File: src/rtl/decode_operand.sv
// rtl/decode_operand.sv - decode/operand-fetch stage with register file and RAW interlock
//
// Splits the instruction word into execute-stage fields, reads operands from the
// 32-entry register file, accepts execute's writeback, and registers one decoded
// instruction per cycle. Interlocks on read-after-write hazards, squashes on branch.
//
// Ports:
//   clk, reset            clock, asynchronous active-high reset
//   v_i, pc_i, instr_i    instruction from fetch
//   stall_i               execute-stage stall; stall_o requests fetch to hold
//   branch_i              taken branch from execute (flush)
//   wb_i, wb_r_i, wb_data_i  writeback from execute into the register file
//   v_o .. wb_r_o         registered decoded fields to execute
//
// Build option DECODE_BYPASS_EN: when defined, a read of the register being
// written this cycle returns wb_data_i (one-bubble dependence); when undefined
// the writeback itself is treated as a hazard (two-bubble dependence).

module decode_operand #(
   parameter int ADDR  = 16,
   parameter int W_OPR = 32,
   parameter int W_OPC = 7,
   parameter int W_RD  = 5,
   parameter int W_IMM = 16
) (
   input  logic              clk,
   input  logic              reset,
   input  logic              v_i,
   input  logic [ADDR-1:0]   pc_i,
   input  logic [31:0]       instr_i,
   input  logic              stall_i,
   output logic              stall_o,
   input  logic              branch_i,
   input  logic              wb_i,
   input  logic [W_RD-1:0]   wb_r_i,
   input  logic [W_OPR-1:0]  wb_data_i,
   output logic              v_o,
   output logic [ADDR-1:0]   pc_o,
   output logic              immf_o,
   output logic              immsign_o,
   output logic [W_IMM-1:0]  imm_o,
   output logic              stf_o,
   output logic [W_OPC-1:0]  opecode_o,
   output logic [W_OPR-1:0]  opr0_o,
   output logic [W_OPR-1:0]  opr1_o,
   output logic              wb_o,
   output logic [W_RD-1:0]   wb_r_o
);

   // Low five opcode bits of the ops that never read rs.
   localparam logic [4:0] OP_SETL = 5'd22;
   localparam logic [4:0] OP_SETH = 5'd23;
   localparam logic [4:0] OP_J    = 5'd26;
   localparam logic [4:0] OP_JA   = 5'd27;
   localparam logic [4:0] OP_NOP  = 5'd30;
   localparam logic [4:0] OP_HLT  = 5'd31;
   localparam logic [6:0] OP_ST   = 7'b001_1001;

   // Instruction fields
   logic [W_OPC-1:0] opc;
   logic [W_RD-1:0]  rd;
   logic [W_RD-1:0]  rs;
   logic             immf;
   logic             immsign;
   logic [W_IMM-1:0] imm;
   logic             unused_bits;

   assign opc         = instr_i[31:25];
   assign rd          = instr_i[24:20];
   assign immf        = instr_i[19];
   assign immsign     = instr_i[18];
   assign rs          = instr_i[4:0];
   assign imm         = instr_i[15:0];
   assign unused_bits = ^instr_i[17:16];

   // Decode
   logic dec_wb;
   logic dec_stf;
   logic use_rs;

   always_comb begin
      dec_wb = 1'b0;
      case (opc[4:0])
         5'd0, 5'd1, 5'd2, 5'd3, 5'd5, 5'd6, 5'd7, 5'd8, 5'd9, 5'd10,
         5'd12, 5'd13, 5'd16, 5'd17, 5'd18, 5'd19, 5'd22, 5'd23, 5'd24:
            dec_wb = 1'b1;
         default:
            dec_wb = 1'b0;
      endcase
   end

   assign dec_stf = (opc == OP_ST);
   assign use_rs  = !immf &&
                    !(opc[4:0] inside {OP_J, OP_JA, OP_NOP, OP_HLT, OP_SETL, OP_SETH});

   // Register file
   logic [W_OPR-1:0] rf_q [32];
   logic [W_OPR-1:0] rf_d [32];

   always_comb begin
      rf_d = rf_q;
      if (wb_i) begin
         rf_d[wb_r_i] = wb_data_i;
      end
   end

   // Operand read, optionally forwarding the writeback of this same cycle
   logic [W_OPR-1:0] rd_val;
   logic [W_OPR-1:0] rs_val;

   always_comb begin
      rd_val = rf_q[rd];
      rs_val = rf_q[rs];
`ifdef DECODE_BYPASS_EN
      if (wb_i && (wb_r_i == rd)) rd_val = wb_data_i;
      if (wb_i && (wb_r_i == rs)) rs_val = wb_data_i;
`endif
   end

   // Output registers
   logic             v_q,       v_d;
   logic [ADDR-1:0]  pc_q,      pc_d;
   logic             immf_q,    immf_d;
   logic             immsign_q, immsign_d;
   logic [W_IMM-1:0] imm_q,     imm_d;
   logic             stf_q,     stf_d;
   logic [W_OPC-1:0] opc_q,     opc_d;
   logic [W_OPR-1:0] opr0_q,    opr0_d;
   logic [W_OPR-1:0] opr1_q,    opr1_d;
   logic             wb_q,      wb_d;
   logic [W_RD-1:0]  wb_r_q,    wb_r_d;

   // Hazard: producer sits in execute (our output register) and its result is
   // not yet in the register file.
   logic hazard_ex;
   logic hazard;

   assign hazard_ex = v_i && v_q && wb_q &&
                      ((wb_r_q == rd) || (use_rs && (wb_r_q == rs)));

`ifdef DECODE_BYPASS_EN
   assign hazard = hazard_ex;
`else
   // Without write-through the value being written this cycle is not readable yet.
   assign hazard = hazard_ex ||
                   (v_i && wb_i && ((wb_r_i == rd) || (use_rs && (wb_r_i == rs))));
`endif

   assign stall_o = stall_i | (hazard & ~branch_i);

   always_comb begin
      v_d       = v_q;
      pc_d      = pc_q;
      immf_d    = immf_q;
      immsign_d = immsign_q;
      imm_d     = imm_q;
      stf_d     = stf_q;
      opc_d     = opc_q;
      opr0_d    = opr0_q;
      opr1_d    = opr1_q;
      wb_d      = wb_q;
      wb_r_d    = wb_r_q;
      if (stall_i) begin
         // hold everything
      end else if (branch_i) begin
         v_d = 1'b0;
      end else if (hazard) begin
         v_d = 1'b0;
      end else begin
         v_d       = v_i;
         pc_d      = pc_i;
         immf_d    = immf;
         immsign_d = immsign;
         imm_d     = imm;
         stf_d     = dec_stf;
         opc_d     = opc;
         opr0_d    = rd_val;
         opr1_d    = immf ? '0 : rs_val;
         wb_d      = dec_wb;
         wb_r_d    = rd;
      end
   end

   always_ff @(posedge clk or posedge reset) begin
      if (reset) begin
         v_q       <= 1'b0;
         pc_q      <= '0;
         immf_q    <= 1'b0;
         immsign_q <= 1'b0;
         imm_q     <= '0;
         stf_q     <= 1'b0;
         opc_q     <= '0;
         opr0_q    <= '0;
         opr1_q    <= '0;
         wb_q      <= 1'b0;
         wb_r_q    <= '0;
         for (int i = 0; i < 32; i++) begin
            rf_q[i] <= '0;
         end
      end else begin
         v_q       <= v_d;
         pc_q      <= pc_d;
         immf_q    <= immf_d;
         immsign_q <= immsign_d;
         imm_q     <= imm_d;
         stf_q     <= stf_d;
         opc_q     <= opc_d;
         opr0_q    <= opr0_d;
         opr1_q    <= opr1_d;
         wb_q      <= wb_d;
         wb_r_q    <= wb_r_d;
         rf_q      <= rf_d;
      end
   end

   assign v_o       = v_q;
   assign pc_o      = pc_q;
   assign immf_o    = immf_q;
   assign immsign_o = immsign_q;
   assign imm_o     = imm_q;
   assign stf_o     = stf_q;
   assign opecode_o = opc_q;
   assign opr0_o    = opr0_q;
   assign opr1_o    = opr1_q;
   assign wb_o      = wb_q;
   assign wb_r_o    = wb_r_q;

endmodule
File: config.mk
export PLATFORM = sky130hd
export DESIGN_NAME = decode_operand
export DESIGN_NICKNAME = d
export VERILOG_FILES = /design/src/rtl/decode_operand.sv
export SDC_FILE = /design/constraint.sdc
export NUM_CORES = 2
export LEC_CHECK = 0
export BUFFER_PORTS_ARGS = -buffer_cell sky130_fd_sc_hd__buf_2
export CAP_MARGIN = 20
export CORE_MARGIN = 2
export CORE_UTILIZATION = 56
export CTS_CLUSTER_SIZE = 10
export DETAILED_ROUTE_END_ITERATION = 6
export PLACE_DENSITY = 0.79
export SYNTH_ARGS = -nofsm -noshare
export SYNTH_HDL_FRONTEND = slang
export SYNTH_SLANG_ARGS = --single-unit
File: constraint.sdc
create_clock -name clk -period 40.7 [get_ports clk]
set_clock_uncertainty 0.1 [all_clocks]
set_input_delay 4.07 -clock clk [delete_from_list [all_inputs] [get_ports clk]]
set_output_delay 4.07 -clock clk [all_outputs]
set_load 0.01 [all_outputs]
==> impl_metrics.json <==
{
  "grt_pass1_wl_mm": 254,
  "ios": 205,
  "start_kind": "input port",
  "min_to": "pc_o[15]$_DFFE_PP0P_",
  "firstDrtPassIters": 6,
  "r2r_setup_slack_ns": 37.87,
  "place_inst": 5182,
  "syn-instance-count": 3906,
  "wirelength_mm": 170,
  "placed_cell_area_um2": 61200,
  "period_minus_slack_ns": 10.63,
  "fp-row-count": 119,
  "layout.cells.most_common": "mux2_2",
  "h-tree-depth": 4,
  "ant_nets": 0,
  "cp-end-kind": "primary output",
  "crit_required_ns": 36.53,
  "worst_pin_slew_ns": 1.15,
  "powerDensity_nw_per_um2": 50.4,
  "syn_area_per_cell_um2": 15.2,
  "drv_slew": 0,
  "antenna_found_initial": 14,
  "start_util_pct": 56.3,
  "layoutNonFillerInstCount": 5362,
  "ctsResizeCount": 0,
  "gr-usage-all-layers_pct": 31.9,
  "path_buf_inv": 3,
  "core_area_um2": 105000,
  "vias": 37400,
  "path_delay_family": "buffers and inverters",
  "cts_root_buf": "clkbuf_16",
  "rr_endpoint": "opr1_o[26]$_DFFE_PP0P_",
  "cpMostUsedCell": "buf_4",
  "hold_depth": 1,
  "ys_warn_count": 0,
  "final_area_um2": 65000,
  "setup_tns_ns": 0,
  "crit_chain": "buf_4, buf_4, xor2_1, nor3_1, nand4_1, a21oi_1, a31oi_1, o21bai_1, buf_2",
  "clock_latency_ns": 0.76,
  "yosysSeqAreaShare_pct": 48.0,
  "drc": 0,
  "gr-total-overflow": 0,
  "synth.distinct_cells": 41,
  "drt_iter0_markers": 4214,
  "use_met3_pct": 7.42,
  "syn_area_um2": 59200,
  "fin_nets": 4020,
  "io_buffers": 202,
  "timing.rr.start": "wb_r_o[2]$_DFFE_PP0P_",
  "layout-drive-gt1-share_pct": 53.2,
  "synth_nets": 3997,
  "grt_pass1_vias": 38700,
  "grt_max_degree": 172,
  "path_clk_slew_ns": 0.05,
  "busiest_layer": "met2",
  "place_hpwl_mm": 96.5,
  "p_leak_uw": 0.0285,
  "fp.dieH_um": 329,
  "max_cap_violations": 0,
  "worst_r2r_path_depth": 8,
  "worstSetupPathType": "in2out",
  "via_per_inst": 6.97,
  "holdBufCountCts": 0,
  "clock_sinks": 1137,
  "crit_fanout": 35,
  "post_cts_buffers": 0,
  "gp_congestion": 0.806,
  "fmax_ghz": 0.0940,
  "period_share_pct": 26.1,
  "finalSetupViolations": 0,
  "grtUsageMet1_pct": 44.8,
  "grt_setup_unrepaired": "false",
  "ys_ff_latch": 1137,
  "use_met2_pct": 48.1,
  "cts_buffer_depth": 3,
  "syn_to_final_growth_pct": 9.82,
  "fp.dieW_um": 329,
  "final_cell_mix": "1148 x mux2_2, 1137 x dfrtp_1, 464 x mux4_2, 265 x mux2i_1, 193 x buf_2",
  "tritoncts": "done",
  "hp-class": "reg2reg",
  "avgRoutedWirePerCell_um": 31.7,
  "numCtsBuffers": 135,
  "slowest_delay_ns": 0.70,
  "finalHoldViolCount": 0,
  "crit_slowest_cell": "buf_4",
  "irDropWorstVdd_v": 0.0000389,
  "status": "complete, no violations",
  "dieArea_um2": 108000,
  "slew_headroom_pct": 23.1,
  "worstHoldStart": "pc_o[15]$_DFFE_PP0P_",
  "cp.arrival_ns": 6.46
}
==> worst max-delay path by stage <==
stage / from / endpoint / slack [ns] / depth (start not counted)
after global routing: instr_i[2] / stall_o / 29.97 / 9
after detailed placement: instr_i[2] / stall_o / 30.08 / 9
final: instr_i[2] / stall_o / 30.07 / 9
after floorplan: reset / imm_o[0]$_DFFE_PP0P_ / 4.51 / 1
after global placement: instr_i[2] / stall_o / 30.13 / 9
after CTS: instr_i[2] / stall_o / 30.12 / 9
==> synthesized netlist by cell type, drive strengths merged <==
| cell | count | area (µm²) |
|---|---|---|
| mux2 | 1168 | 13200 |
| dfrtp | 1137 | 28500 |
| mux4 | 464 | 10500 |
| mux2i | 265 | 2650 |
| buf | 203 | 1000 |
| clkbuf | 199 | 747 |
| a21oi | 89 | 445 |
| nand2 | 69 | 259 |
| a221oi | 48 | 433 |
| inv | 33 | 124 |
| nor2b | 29 | 181 |
| a31oi | 26 | 163 |
| o21ai | 26 | 130 |
| a22oi | 25 | 188 |
| nor2 | 24 | 90.1 |
| a211oi | 23 | 173 |
| nor3 | 12 | 60.1 |
| xor2 | 11 | 96.3 |
| a311oi | 9 | 85.1 |
| xnor2 | 9 | 78.8 |
| a221o | 8 | 80.1 |
| nand3 | 6 | 30.0 |
| or2 | 5 | 31.3 |
| nor3b | 4 | 30.0 |
| nand3b | 3 | 22.5 |
| nand2b | 2 | 12.5 |
| nand4 | 2 | 12.5 |
| a22o | 1 | 8.76 |
| and2 | 1 | 6.26 |
| and3 | 1 | 6.26 |
| nor4b | 1 | 8.76 |
| o21bai | 1 | 7.51 |
| o31ai | 1 | 7.51 |
| or3b | 1 | 8.76 |
==> power by group <==
part / total (µW) / internal (µW) / switching, µW
Sequential: 1520 / 1360 / 162
Clock: 1090 / 631 / 456
Combinational: 677 / 401 / 276
Total: 3280 / 2390 / 894
==> through the flow <==
step | power [µW] | hold slack, ns | utilization, % | setup WS, ns
floorplan | 2010 | 0.371 | - | 4.51
global placement | 2170 | 0.363 | 58.2 | 30.13
detailed placement | 2200 | 0.375 | 58.2 | 30.08
CTS | 3290 | 0.387 | 61.8 | 30.12
global route | 3410 | 0.403 | 61.9 | 29.97
finish | 3280 | 0.384 | 61.9 | 30.07
==> worst reg2reg max path: cells and delay by family (launching register included) <==
kind / cells / cell delay [ns]
buffers and inverters: 2 / 0.97
multiplexers: 1 / 0.51
flip-flops: 1 / 0.42
AO/OA/AOI/OAI: 2 / 0.35
AND/OR/NAND/NOR: 2 / 0.19
XOR/XNOR: 1 / 0.17
==> layout make-up <==
type,count,area (µm²)
Inverter,33,131
Timing Repair Buffer,288,1800
Tap cell,1391,1740
Clock buffer,157,3640
Antenna cell,7,17.5
Fill cell,7792,40100
Clock inverter,15,149
Multi-Input combinational cell,2334,29100
Sequential cell,1137,28500
==> sequential cells by signal, summed over array words and instances (netlist names) <==
register,flops
imm_o,16
immf_o,1
immsign_o,1
opecode_o,7
opr0_o,32
opr1_o,32
pc_o,16
rf_q,1024
stf_o,1
v_o,1
wb_o,1
wb_r_o,5
==> cells by family (layout without fill, tap and decap cells) <==
family | after synthesis | count (layout) | synth area share [%]
mux | 1897 | 1897 | 44.3
other cells | 0 | 7 | 0
flops | 1137 | 1137 | 48.0
simple gates | 160 | 160 | 1.28
compound gates | 257 | 257 | 2.90
xor+xnor | 20 | 20 | 0.296
buf+inv | 435 | 493 | 3.16
==> layer usage <==
metal / wire (µm) / vias to the layer above
met1: 68900 / 20100
met4: 7340 / 10
li1: - / 15000
met3: 15900 / 379
met5: 65 / -
met2: 77800 / 1899
(Power assumes the default switching activity.)
